$ cat src/rtl/regfile_matrix_io.sv
// regfile_matrix_io: host-side initiator for a 32x32 register file.
// Streams LOAD_COUNT operand words into regs LOAD_BASE.., pulses start to the
// matrix core, waits for done, then reads RESULT_COUNT result regs starting at
// RESULT_BASE and emits them on a valid/ready stream.
//
// Optional feature: define REGFILE_IO_CLEAR_EN to add a CLEAR state that
// zeroes the result registers after the last result handshake.
//
// Ports:
//   clk, reset               clock, synchronous active-high reset
//   in_data/in_valid/in_ready operand stream (accepted on in_valid && in_ready)
//   start, done              core handshake (start pulse out, done in)
//   busy                     high whenever not IDLE
//   reg_write/write_reg/write_data  register-file write port
//   read_reg/read_data       register-file read port (combinational read)
//   out_data/out_valid/out_ready/out_last  result stream
module regfile_matrix_io #(
  parameter int unsigned DATA_W       = 32,
  parameter int unsigned ADDR_W       = 5,
  parameter int unsigned LOAD_BASE    = 1,
  parameter int unsigned LOAD_COUNT   = 8,
  parameter int unsigned RESULT_BASE  = 20,
  parameter int unsigned RESULT_COUNT = 4
) (
  input  logic              clk,
  input  logic              reset,
  input  logic [DATA_W-1:0] in_data,
  input  logic              in_valid,
  output logic              in_ready,
  output logic              start,
  input  logic              done,
  output logic              busy,
  output logic              reg_write,
  output logic [ADDR_W-1:0] write_reg,
  output logic [DATA_W-1:0] write_data,
  output logic [ADDR_W-1:0] read_reg,
  input  logic [DATA_W-1:0] read_data,
  output logic [DATA_W-1:0] out_data,
  output logic              out_valid,
  input  logic              out_ready,
  output logic              out_last
);

  localparam int unsigned LCNT_W = $clog2(LOAD_COUNT + 1);
  localparam int unsigned RCNT_W = $clog2(RESULT_COUNT + 1);

  typedef enum logic [2:0] {
    IDLE  = 3'd0,
    LOAD  = 3'd1,
    RUN   = 3'd2,
    DRAIN = 3'd3
`ifdef REGFILE_IO_CLEAR_EN
    ,CLEAR = 3'd4
`endif
  } state_t;

  state_t              state, state_d;
  logic [LCNT_W-1:0]   load_cnt, load_cnt_d;
  logic [RCNT_W-1:0]   res_cnt, res_cnt_d;
  logic                in_ready_d, start_d, busy_d;
  logic                reg_write_d;
  logic [ADDR_W-1:0]   write_reg_d, read_reg_d;
  logic [DATA_W-1:0]   write_data_d, out_data_d;
  logic                out_valid_d, out_last_d;
  logic                accept;

  assign accept = in_valid && in_ready;

  // State and registered outputs
  always_ff @(posedge clk) begin
    if (reset) begin
      state      <= IDLE;
      load_cnt   <= '0;
      res_cnt    <= '0;
      in_ready   <= 1'b1;
      start      <= 1'b0;
      busy       <= 1'b0;
      reg_write  <= 1'b0;
      write_reg  <= '0;
      write_data <= '0;
      read_reg   <= '0;
      out_data   <= '0;
      out_valid  <= 1'b0;
      out_last   <= 1'b0;
    end else begin
      state      <= state_d;
      load_cnt   <= load_cnt_d;
      res_cnt    <= res_cnt_d;
      in_ready   <= in_ready_d;
      start      <= start_d;
      busy       <= busy_d;
      reg_write  <= reg_write_d;
      write_reg  <= write_reg_d;
      write_data <= write_data_d;
      read_reg   <= read_reg_d;
      out_data   <= out_data_d;
      out_valid  <= out_valid_d;
      out_last   <= out_last_d;
    end
  end

  // Next-state and next-output logic
  always_comb begin
    state_d      = state;
    load_cnt_d   = load_cnt;
    res_cnt_d    = res_cnt;
    start_d      = 1'b0;
    reg_write_d  = 1'b0;
    write_reg_d  = write_reg;
    write_data_d = write_data;
    read_reg_d   = read_reg;
    out_data_d   = out_data;
    out_valid_d  = out_valid;
    out_last_d   = out_last;

    case (state)
      IDLE, LOAD: begin
        if (accept) begin
          reg_write_d  = 1'b1;
          write_reg_d  = ADDR_W'(LOAD_BASE) + ADDR_W'(load_cnt);
          write_data_d = in_data;
          load_cnt_d   = load_cnt + LCNT_W'(1);
          state_d      = LOAD;
        end else if (state == LOAD && load_cnt == LCNT_W'(LOAD_COUNT)) begin
          // last word was written this cycle; core may start next cycle
          state_d = RUN;
          start_d = 1'b1;
        end
      end

      RUN: begin
        if (done) begin
          state_d    = DRAIN;
          load_cnt_d = '0;
          res_cnt_d  = '0;
          read_reg_d = ADDR_W'(RESULT_BASE);
        end
      end

      DRAIN: begin
        if (!out_valid) begin
          // read_reg has been stable for a cycle: capture its data
          out_data_d  = read_data;
          out_valid_d = 1'b1;
          out_last_d  = (res_cnt == RCNT_W'(RESULT_COUNT - 1));
        end else if (out_ready) begin
          out_valid_d = 1'b0;
          out_last_d  = 1'b0;
          if (res_cnt == RCNT_W'(RESULT_COUNT - 1)) begin
            read_reg_d = '0;
`ifdef REGFILE_IO_CLEAR_EN
            // first clear write goes out with the final handshake
            state_d      = CLEAR;
            reg_write_d  = 1'b1;
            write_reg_d  = ADDR_W'(RESULT_BASE);
            write_data_d = '0;
            res_cnt_d    = RCNT_W'(1);
`else
            state_d   = IDLE;
            res_cnt_d = '0;
`endif
          end else begin
            res_cnt_d  = res_cnt + RCNT_W'(1);
            read_reg_d = read_reg + ADDR_W'(1);
          end
        end
      end

`ifdef REGFILE_IO_CLEAR_EN
      CLEAR: begin
        if (res_cnt == RCNT_W'(RESULT_COUNT)) begin
          state_d   = IDLE;
          res_cnt_d = '0;
        end else begin
          reg_write_d  = 1'b1;
          write_reg_d  = ADDR_W'(RESULT_BASE) + ADDR_W'(res_cnt);
          write_data_d = '0;
          res_cnt_d    = res_cnt + RCNT_W'(1);
        end
      end
`endif

      default: begin
        state_d = IDLE;
      end
    endcase

    // in_ready drops the cycle after the final operand is accepted
    in_ready_d = (state_d == IDLE) ||
                 (state_d == LOAD && load_cnt_d != LCNT_W'(LOAD_COUNT));
    busy_d     = (state_d != IDLE);
  end

endmodule

$ cat config.mk
export PLATFORM = sky130hd
export DESIGN_NAME = regfile_matrix_io
export DESIGN_NICKNAME = d
export VERILOG_FILES = /design/src/rtl/regfile_matrix_io.sv
export SDC_FILE = /design/constraint.sdc
export NUM_CORES = 1
export LEC_CHECK = 0
export BUFFER_PORTS_ARGS = -buffer_cell sky130_fd_sc_hd__buf_2
export CAP_MARGIN = 25
export CORE_MARGIN = 2
export CORE_UTILIZATION = 51
export DETAILED_ROUTE_END_ITERATION = 8
export GPL_ROUTABILITY_DRIVEN = 0
export PLACE_DENSITY = 0.87
export SYNTH_ARGS = -nofsm -noshare
export SYNTH_HDL_FRONTEND = slang
export SYNTH_SLANG_ARGS = --single-unit
$ cat constraint.sdc
create_clock -name clk -period 3.9 [get_ports clk]
set_input_delay 0.585 -clock clk [delete_from_list [all_inputs] [get_ports clk]]
set_output_delay 0.585 -clock clk [all_outputs]
set_load 0.005 [all_outputs]
==> impl_metrics.ini, run 1 <==
[outcome]
run_status = complete, no violations

[synthesis]
async_reset_ff_share_pct = 0
synthMuxAreaShare_pct = 0.647
yosys.area.top_type = dfxtp_1
yosys_warnings = 0
synthesis.area_mm2 = 0.00348
synth.area.top_cells = dfxtp_1, nand2_1, a21oi_1
synth_xor_area_share_pct = 0.503
synth_edf_count = 0
synth_adder_area_share_pct = 1.44
synth_top_family_by_area = simple AND/OR/NAND/NOR gates
ys_types = 47
yosys.area.top_type_share_pct = 51.8
syn_inst = 433
syn_area_per_cell_um2 = 8.04
synth_ff_type = dfxtp_1
syn_nets = 506
synth-simple-area-share_pct = 24.1
yosysSeqAreaShare_pct = 51.8
synth_compound_area_share_pct = 16.5
ys_ff_latch = 90

[worst_setup_path]
worstReg2RegStart = state[1]
path_cells = and4bb_2 > nand2_1 > o211ai_1 > a211oi_1 > o31a_1
worst-path-max-fanout = 42
path_buf_inv = 0
critPathArrivalTime_ps = 2330
crit_required_ps = 4130
reg2reg_setup_slack_ps = 1800
max_stage_delay_ps = 920
reg2regPathDepth = 5
cp-start-kind = flop
crit_start = state[1]
critPathCaptureType = flop
r2r-end = in_ready
cp_top_family = simple AND/OR/NAND/NOR gates
worstSetupPathType = reg -> reg
crit_slowest_cell = and4bb_2

[clock_network]
post_cts_buffers = 0
cts_resized = 0
ctsLongestPathBuffers = 2
htreeDepth = 3
clock-root-buffer = clkbuf_8
cts_buffers = 9
cts_hold_buf = 0
clk_latency_ps = 340
cts_tree = yes
clk_pin_slew_ps = 80
cts.sinks = 90

[sta]
slew_headroom_pct = 44.2
fin_tns_setup_ps = 0
rsz0062_at_grt = false
whs_ps = 452
slew_violations = 0
period_needed_ps = 2100
worst_pin_slew_ps = 837
setup_viol = 0
hold_viol_final = 0
skew_ps = 7.24
post-route-period-util_pct = 53.8
max_freq_ghz = 0.477

[routing]
viasPerCell = 5.14
drc = 0
dr.pass1.iters = 4
ant_nets = 0
wire_per_inst_um = 12.9
vias = 3340
drt_first_iter_violations = 147
routed_wl_um = 8390

[floorplanning]
die-width_um = 86.6
initial_utilization_pct = 52.1
coreArea_mm2 = 0.00668
die_h_um = 86.6
row_count = 30
die-area_mm2 = 0.00750
io_pins = 149

[cells_and_area]
finalInstanceArea_mm2 = 0.00446
area_delta_synth_final_pct = 28.2
n_antenna_cell = 0
drive_above_1_share_pct = 31.6
multiInputGateArea_mm2 = 0.00152
top_regs = out_data (32), write_data (32)
finalNetCount = 638
regArea_mm2 = 0.00180
fillers = 573

[global_routing]
track_usage_pct = 21.7
grt_overflow = 0
antenna_found_initial = 0
grt_pass1_vias = 3034
grt_pass1_wl_um = 13200
grt_max_degree = 52

[run]
maxCapViolations = 0

[min_path]
holdPathStages = 2
holdPathEnd = write_data[17]
hp-class = reg -> reg
hp-start = write_data[17]

[power]
p_per_area_mw_per_mm2 = 404
finalPower_mw = 1.80
p_leak_nw = 2.02
ir_worst_vdd_v = 0.000197

[placed_design]
dp_hpwl_um = 5840
port_buffers = 148
post_dp_cell_area_mm2 = 0.00423
logic make-up (layout without fill, tap and decap cells):
group                    Yosys count  in the layout
multiplexers                       2              2
other                              1              1
buffers and inverters             37            174
AO/OA/AOI/OAI                    103            103
adder cells (fa/ha/maj)            4              4
XOR/XNOR                           2              2
AND/OR/NAND/NOR                  194            194
flip-flops                        90             90
layer usage:
metal / track usage [%] / routed length (um) / vias up / share of wire, %
met5: 0 / 0 / - / 0
met4: 10.2 / 212 / 0 / 2.5
met3: 3.14 / 434 / 20 / 5.2
met2: 39.9 / 4330 / 119 / 52
met1: 24.4 / 3410 / 1522 / 41
li1: - / - / 1679 / -
worst register-to-register path: cells and delay by family (launching register included):
kind | cells | cell delay [ps]
compound gates | 3 | 480
flops | 1 | 450
simple gates | 2 | 1070
worst max-delay path by stage:
stage	to	depth (start not counted)	slack, ps
6_report	in_ready	5	1800
5_1_grt	in_ready	5	1650
4_1_cts	in_ready	5	1800
3_5_place_dp	in_ready	6	1660
3_3_place_gp	in_ready	6	1710
2_1_floorplan	in_ready	5	2380
per-stage QoR:
stage	util [%]	setup WS, ps	instances
after global routing	66.8	1650	650
after CTS	66.8	1800	650
after detailed placement	63.3	1660	634
final	66.8	1800	650
after global placement	62.9	1710	633
after floorplan	-	2380	433
layout by cell type (no fill, tap or decap), types with 2 or more instances in the layout:
cell	count
o21ai_0	5
ha_1	4
dfxtp_1	90
inv_1	6
buf_2	148
buf_4	2
nand2b_1	3
or3_1	2
a21oi_1	79
a21o_1	2
nor2b_1	4
nand2_1	143
clkbuf_1	2
clkbuf_8	9
nor2_1	21
mux2_2	2
a211oi_1	5
bufinv_16	3
nand3_1	6
o21ai_1	2
o211ai_1	2
cells in the mapped netlist, types with 2 or more instances:
library cell / number
nand2_1: 143
dfxtp_1: 90
a21oi_1: 79
nor2_1: 22
buf_2: 15
clkbuf_1: 12
inv_1: 6
nand3_1: 6
a211oi_1: 5
o21ai_0: 5
ha_1: 4
nor2b_1: 4
nand2b_1: 3
a21o_1: 2
mux2_2: 2
o211ai_1: 2
o21ai_1: 2
or3_1: 2
cell type report:
cell class / instances / area share [%]
Clock buffer: 11 / 2.94
Clock inverter: 5 / 2.30
Inverter: 7 / 0.589
Multi-Input combinational cell: 306 / 34.0
Sequential cell: 90 / 40.4
Tap cell: 80 / 2.24
Timing Repair Buffer: 151 / 17.6
where the power goes:
| part | total [mW] | switching [mW] | leakage, nW | internal (mW) |
|---|---|---|---|---|
| Sequential | 0.951 | 0.0126 | 0.730 | 0.938 |
| Clock | 0.732 | 0.307 | 0.114 | 0.425 |
| Combinational | 0.121 | 0.0656 | 1.18 | 0.0550 |
| Total | 1.80 | 0.385 | 2.02 | 1.42 |
No activity file was read; power rests on OpenSTA's default activity.
==> run 2, diff against run 1 <==
CORE_UTILIZATION = 43   (was 51)
PLACE_DENSITY = 0.78   (was 0.87)
clock period = 1.9 ns   (was 3.9 ns; I/O delays follow)
==> run 2 against run 1 <==
Setup slack lost 1600 ps; non-clock buffer count increased by 4; routed wire length fell by 0.99%; clock skew increased by 9.8 ps; global-route usage shrank 2.8 points; largest power group unchanged.
==> impl_metrics.ini, run 2 (synthesis results as in run 1) <==
[outcome]
run_status = complete, no violations

[sta]
setup_slack_ps = 202
slew_headroom_pct = 62.1
period_needed_ps = 1700
post-route-period-util_pct = 89.4
max_freq_ghz = 0.589
fin_tns_setup_ps = 0
setup_viol = 0
skew_ps = 17.0
worst_pin_slew_ps = 569
hold_viol_final = 0
rsz0062_at_grt = false
slew_violations = 0

[global_routing]
grt_pass1_wl_um = 13400
grt_overflow = 0
track_usage_pct = 18.9
grt_pass1_vias = 3157
grt_max_degree = 51
antenna_found_initial = 0

[cells_and_area]
mostFrequentLayoutCell = buf_2
drive_above_1_share_pct = 31.9
fin_cells = 675
multiInputGateArea_mm2 = 0.00151
regArea_mm2 = 0.00180
finalNetCount = 642
n_antenna_cell = 0
top_regs = out_data (32), write_data (32)
fin_util_pct = 57.5
layout_common_cells = buf_2, nand2_1, dfxtp_1
area_delta_synth_final_pct = 28.3
fillers = 725

[clock_network]
post_cts_buffers = 0
clock-root-buffer = clkbuf_8
cts_tree = yes
cts.sinks = 90
cts_hold_buf = 0
cts_resized = 0
clk_latency_ps = 360
ctsLongestPathBuffers = 2
htreeDepth = 3
clk_pin_slew_ps = 90
cts_buffers = 9

[power]
finalPower_mw = 3.48
intPower_mw = 2.66
p_per_area_mw_per_mm2 = 779
p_seq_share_pct = 56.1
p_sw_mw = 0.819
power_frac_clock_pct = 36.6
comb_power_share_pct = 7.3
p_leak_nw = 2.02
power_switching_share_pct = 23.6
ir_worst_vdd_v = 0.000609

[placed_design]
dp_hpwl_um = 6100
place_ws_ps = 214
port_buffers = 148
dp.cells = 660

[min_path]
hp-class = in -> reg

[floorplanning]
initial_utilization_pct = 44.8
die_h_um = 94.0
die-width_um = 94.0
die-area_mm2 = 0.00883
io_pins = 149
row_count = 32
coreArea_mm2 = 0.00777

[routing]
wire_per_inst_um = 12.3
dr.pass1.iters = 4
routed_wl_um = 8300
viasPerCell = 4.90
ant_nets = 0
vias = 3310
drc = 0
drt_first_iter_violations = 108

[worst_setup_path]
critPathArrivalTime_ps = 1940
crit_required_ps = 2140
cp-start-kind = flop
critPathCaptureType = flop
worstSetupPathType = reg -> reg
worst-path-max-fanout = 10

[run]
maxCapViolations = 0
-- run 2: cell count changes in the layout (fill, tap and decap cells not counted), sizes merged --
cell / change
buf: +4
bufinv: -2
clkbuf: -1
clkinv: +1
inv: +1
-- run 2: worst paths after layout --
| kind | end | slack (ps) | from | cells past startpoint |
|---|---|---|---|---|
| max | in_ready | 200 | state[1] | 5 |
| min | write_data[29] | 150 | in_data[29] | 3 |
| max reg2reg | in_ready | 200 | state[1] | 5 |
| min reg2reg | write_data[15] | 460 | write_data[15] | 2 |
-- run 2: metrics by stage --
step	instance area, um2	hold slack [ps]
2_1_floorplan	3480	421
3_3_place_gp	4270	439
3_5_place_dp	4270	443
4_1_cts	4460	140
5_1_grt	4460	138
6_report	4460	154
-- run 2: cell type report --
type                       instances  share of cell area, %
inverter                           7                  0.589
multi-input combinational        306                   33.9
timing repair buffer             155                   18.0
sequential                        90                   40.4
clock buffer                      10                   2.86
clock inverter                     5                   1.43
tap                              102                   2.86
-- run 2: worst max-delay path: stages, from the launching register on --
cell and delay (ps):
dfxtp_1 580, nand2b_4 140, nor2_4 110, o21ai_1 80, a311o_1 390, o31a_1 300
-- run 2: metal layers --
layer	global-route usage, %	up-vias	wire [um]
met5	0	-	0
met4	7.13	0	154
met3	5.30	15	522
met2	34.4	103	4190
met1	20.8	1500	3440
li1	-	1692	-
-- run 2: power by group through the flow --
stage / sequential, mW / combinational (mW) / clock [mW]
after floorplan: 2.00 / 0.118 / 0
after global placement: 1.99 / 0.250 / 0
after detailed placement: 1.99 / 0.256 / 0
after CTS: 1.95 / 0.257 / 1.31
after global routing: 1.96 / 0.286 / 1.39
final: 1.95 / 0.255 / 1.27
